### src/rtl/moore_pkg.sv
// Shared constants and the elaboration-time prefix-fallback function for the
// serial pattern detector.
package moore_pkg;

    localparam int                     MAX_SEQ_LEN = 16;
    localparam int                     DEF_SEQ_LEN = 4;
    localparam logic [DEF_SEQ_LEN-1:0] DEF_SEQ     = 4'b1101;

    // Longest prefix of the pattern that is a suffix of (k matched bits, then b).
    // The pattern occupies seq[len-1:0], MSB received first. Evaluated only on
    // constants, so it folds into a lookup table at elaboration.
    function automatic int kmp_next(
        input logic [MAX_SEQ_LEN-1:0] seq,
        input int                     len,
        input int                     k,
        input logic                   b
    );
        int   best;
        int   lmax;
        int   si;
        logic ok;
        logic sb;
        best = 0;
        lmax = (k + 1 < len) ? k + 1 : len;
        for (int l = 1; l <= lmax; l++) begin
            ok = 1'b1;
            for (int j = 0; j < l; j++) begin
                si = k + 1 - l + j;
                sb = (si < k) ? seq[4'(len - 1 - si)] : b;
                if (sb != seq[4'(len - 1 - j)]) begin
                    ok = 1'b0;
                end else begin
                    ok = ok;
                end
            end
            if (ok) begin
                best = l;
            end else begin
                best = best;
            end
        end
        return best;
    endfunction

endpackage

### src/rtl/moore_1101_detector.sv
// Moore FSM detecting a parameterised serial bit pattern; state is the number of
// pattern bits matched so far, with a saturating match counter alongside.
module moore_1101_detector
    import moore_pkg::*;
#(
    parameter int                 SEQ_LEN = DEF_SEQ_LEN,
    parameter logic [SEQ_LEN-1:0] SEQ     = DEF_SEQ,
    parameter int                 OVERLAP = 0
) (
    input  logic        clk,
    input  logic        rst,
    input  logic        data,
    output logic        detected,
    output logic [15:0] match_count
);

    localparam int                     SW       = $clog2(SEQ_LEN + 1);
    localparam int                     NTBL     = 2 ** (SW + 1);
    localparam logic [SW-1:0]          MATCH_ST = SW'(SEQ_LEN);
    localparam logic [MAX_SEQ_LEN-1:0] SEQ_EXT  = 16'(SEQ);

    logic [SW-1:0] state;
    logic [SW-1:0] next_state_s;
    logic [SW-1:0] next_tbl [NTBL];

    // Transition table indexed by {state, data}; unused encodings fall back to 0.
    // In non-overlapping mode the match state behaves like the empty state.
    for (genvar i = 0; i < NTBL; i++) begin : g_tbl
        localparam int   K = i / 2;
        localparam logic B = 1'(i % 2);
        if (K > SEQ_LEN) begin : g_unused
            assign next_tbl[i] = {SW{1'b0}};
        end else if ((K == SEQ_LEN) && (OVERLAP == 0)) begin : g_restart
            assign next_tbl[i] = SW'(kmp_next(SEQ_EXT, SEQ_LEN, 0, B));
        end else begin : g_kmp
            assign next_tbl[i] = SW'(kmp_next(SEQ_EXT, SEQ_LEN, K, B));
        end
    end

    // State register and saturating match counter.
    always_ff @(posedge clk or posedge rst) begin
        if (rst) begin
            state       <= {SW{1'b0}};
            match_count <= 16'h0000;
        end else begin
            state <= next_state_s;
            if ((next_state_s == MATCH_ST) && (match_count != 16'hFFFF)) begin
                match_count <= match_count + 16'h0001;
            end else begin
                match_count <= match_count;
            end
        end
    end

    // Next-state lookup.
    always_comb begin
        next_state_s = {SW{1'b0}};
        if (state <= MATCH_ST) begin
            next_state_s = next_tbl[{state, data}];
        end else begin
            next_state_s = {SW{1'b0}};
        end
    end

    // Moore output decode.
    always_comb begin
        detected = 1'b0;
        if (state == MATCH_ST) begin
            detected = 1'b1;
        end else begin
            detected = 1'b0;
        end
    end

endmodule

### config.mk
export PLATFORM = sky130hd
export DESIGN_NAME = moore_1101_detector
export DESIGN_NICKNAME = d
export VERILOG_FILES = /design/src/rtl/moore_pkg.sv /design/src/rtl/moore_1101_detector.sv
export SDC_FILE = /design/constraint.sdc
export NUM_CORES = 1
export LEC_CHECK = 0
export BUFFER_PORTS_ARGS = -buffer_cell sky130_fd_sc_hd__buf_2
export CORE_MARGIN = 1.5
export CORE_UTILIZATION = 40
export DETAILED_ROUTE_END_ITERATION = 10
export PLACE_DENSITY = 0.65
export SKIP_CTS_REPAIR_TIMING = 1
export SYNTH_ARGS = -nofsm -noshare
export SYNTH_HDL_FRONTEND = slang
export SYNTH_SLANG_ARGS = --single-unit
### constraint.sdc
create_clock -name clk -period 2.55 [get_ports clk]
set_input_delay 0.1275 -clock clk [delete_from_list [all_inputs] [get_ports clk]]
set_output_delay 0.1275 -clock clk [all_outputs]
set_load 0.1 [all_outputs]
==> flow_metrics.py <==
metrics = {
    "grt": {
        "grt_max_degree": 20,
        "grt_pass1_vias": 657,
        "grt_pass1_wl_um": 2890,
        "antenna_found_initial": 0,
        "grtUsageTotal": 0.150,
        "overflow": 0,
    },
    "layout": {
        "post-route-util": 0.503,
        "seq_area_sq_um": 475,
        "fin_cells": 134,
        "multi_input_area_sq_um": 468,
        "fin_area_sq_um": 1120,
        "antenna_cells": 0,
        "syn_to_final_growth_pct": 16.8,
        "fill_cells": 230,
        "layout-drive-gt1-share": 0.349,
        "nets": 111,
    },
    "logic_synthesis": {
        "ys.flop_type": "dfrtp_1",
        "yosysWarnings": 0,
        "ys_seq_area_frac": 0.495,
        "synthArstFlopShare": 1.00,
        "yosys.area.top_type": "dfrtp_1",
        "synth_top_area_frac": 0.495,
        "netlist_instances": 83,
        "yosys-top-cells-area": "dfrtp_1 (49%), xor2_1 (9.1%), nand4_4 (4.4%)",
        "avgSynthCellArea_sq_um": 11.6,
        "ys_ff_latch": 19,
        "synth.most_common_cell": "dfrtp_1",
        "syn-cell-area_sq_um": 961,
        "synthDistinctLibCells": 28,
        "synth-edff-count": 0,
        "synthesis.nets": 87,
        "yosys-top-cells-count": "dfrtp_1 (19), xor2_1 (10), nand2_1 (8), nor2_1 (7), nor3_1 (5)",
    },
    "place": {
        "place_congestion": 0.762,
        "io_buffers": 19,
        "dpl_worst_slack_ps": 750,
        "placedCellCount": 129,
        "dpl_cell_area_sq_um": 1080,
    },
    "sta": {
        "worst_pin_slew_ps": 696,
        "setup-violations-final": 0,
        "fmax_mhz": 553,
        "maxSlewHeadroom": 0.536,
        "clock_skew_ps": 2.40,
        "rsz0062_at_grt": "false",
        "postLayoutSetupSlackWorst_ps": 741,
        "drv_slew": 0,
        "timing.final.crit_period_ps": 1810,
        "hold_ws_ps": 139,
        "finalCritPeriodShare": 0.710,
        "hold_viol_final": 0,
        "fin_setup_tns_ps": 0,
    },
    "pwr": {
        "netSwitchingFraction": 0.478,
        "cellPowerDensity_nw_per_um2": 823,
        "power_frac_seq": 0.446,
        "power.leakage_nw": 0.616,
        "p_int_mw": 0.482,
        "comb_power_share": 0.391,
        "power.switching_mw": 0.441,
        "ir_worst_vdd_mv": 0.875,
        "total_power_mw": 0.924,
        "pwr-share-clk": 0.164,
    },
    "clock_network": {
        "clock_sinks": 19,
        "clock-root-buffer": "clkbuf_4",
        "cts_tree": "built",
        "ctsLongestPathBuffers": 2,
        "htree_levels": 1,
        "cts_buffers": 3,
        "clk_pin_slew_ps": 110,
        "insertion_delay_ps": 300,
    },
    "hold_path": {
        "holdCritStartpoint": "data",
        "whs_endpoint": "state[0]$_DFF_PP0_",
        "hp-class": "input port to flop",
        "hold_depth": 3,
    },
    "die": {
        "num_rows": 17,
        "start_util": 0.430,
        "core_region_area_sq_um": 2230,
        "dieArea_sq_um": 2710,
        "ios": 20,
        "dieHeight_um": 52.0,
        "die_x_um": 52.0,
    },
    "drt": {
        "wl_per_cell_um": 12.7,
        "route.detailed.drc": 0,
        "viasPerCell": 5.20,
        "antenna_left": 0,
        "vias": 697,
        "first_iter_violations": 14,
        "drt_wl_total_um": 1700,
        "firstDrtPassIters": 4,
    },
    "setup_path": {
        "crit_type": "flop to flop",
        "cp.arrival_ps": 2000,
        "startpoint_type": "flop",
        "endpoint_kind": "flop",
        "ff2ff_setup_slack_ps": 740,
        "crit_path_top_delay_cell": "o21ai_2",
        "r2r_start": "match_count[0]$_DFFE_PP0P_",
        "crit_chain": "ha_1 > nand4_4 > o21ai_2 > mux2_4",
        "max_stage_delay_ps": 500,
        "ff2ff_path_depth": 4,
        "worstReg2RegEnd": "match_count[1]$_DFFE_PP0P_",
        "critical_path_peak_fanout": 11,
        "cp.required_ps": 2750,
    },
    "run_status": {
        "run_status": "completed",
    },
    "run": {
        "max_cap_violations": 0,
    },
}
==> flip-flops by register name, summed over array words and instances, names as in the netlist <==
register     flops
state            3
match_count     16
==> critical path: cells and delay by family, from the launching register on <==
kind	cells	cell delay [ps]
AOI/OAI and AO/OA	1	500
DFF	1	430
muxes	1	350
adders and majority gates	1	300
and+or+nand+nor	1	130
==> routing by layer <==
metal,vias up,global-route usage,part of all wire
li1,332,-,-
met1,348,0.185,0.45
met2,12,0.234,0.48
met3,5,0.0345,0.035
met4,0,0.0921,0.025
met5,-,0,0
==> placed cells by master (no fill, tap or decap) <==
| cell type | instances |
|---|---|
| dlygate4sd3_1 | 1 |
| and4b_4 | 1 |
| nand4_4 | 2 |
| nand4_2 | 1 |
| ha_1 | 1 |
| nor4_4 | 1 |
| dfrtp_1 | 19 |
| mux2_4 | 1 |
| nor2_1 | 7 |
| nand2_1 | 8 |
| mux2_2 | 1 |
| and3_2 | 1 |
| nor3_1 | 5 |
| buf_2 | 19 |
| nand4_1 | 2 |
| xnor2_1 | 4 |
| xor2_1 | 10 |
| nand3_1 | 3 |
| nor4_2 | 1 |
| clkinv_2 | 1 |
| o21ai_0 | 2 |
| and4_1 | 1 |
| clkbuf_4 | 3 |
| and4_4 | 1 |
| a21oi_1 | 1 |
| nand2_2 | 1 |
| nor3b_2 | 2 |
| and3_1 | 2 |
| o21ai_2 | 1 |
| inv_1 | 3 |
==> power groups by stage <==
stage	clock network, mW	registers [mW]	logic, mW
finish	0.151	0.412	0.361
global route	0.172	0.422	0.375
CTS	0.161	0.412	0.363
detailed placement	0	0.416	0.364
global placement	0	0.412	0.358
floorplan	0	0.601	0.122
==> area by class of cell <==
cell class / instances / share of cell area
Clock buffer: 3 / 0.0201
Clock inverter: 1 / 0.00446
Inverter: 3 / 0.0100
Multi-Input combinational cell: 60 / 0.417
Sequential cell: 19 / 0.424
Tap cell: 28 / 0.0312
Timing Repair Buffer: 20 / 0.0936
==> cell families after synthesis <==
logic type,count (synthesis),synth area share
simple gates,39,0.289
buf+inv,4,0.0234
fa+ha+maj,1,0.0130
mux,2,0.0273
xor+xnor,14,0.128
flops,19,0.495
compound gates,4,0.0247
==> how the worst max path moves through the flow <==
stage,cells after the start,end,start
floorplan,5,match_count[1]$_DFFE_PP0P_,match_count[7]$_DFFE_PP0P_
global placement,4,match_count[1]$_DFFE_PP0P_,match_count[0]$_DFFE_PP0P_
detailed placement,4,match_count[1]$_DFFE_PP0P_,match_count[0]$_DFFE_PP0P_
CTS,4,match_count[1]$_DFFE_PP0P_,match_count[0]$_DFFE_PP0P_
global route,4,match_count[1]$_DFFE_PP0P_,match_count[7]$_DFFE_PP0P_
finish,4,match_count[1]$_DFFE_PP0P_,match_count[0]$_DFFE_PP0P_
No activity file was read; power rests on OpenSTA's default activity.
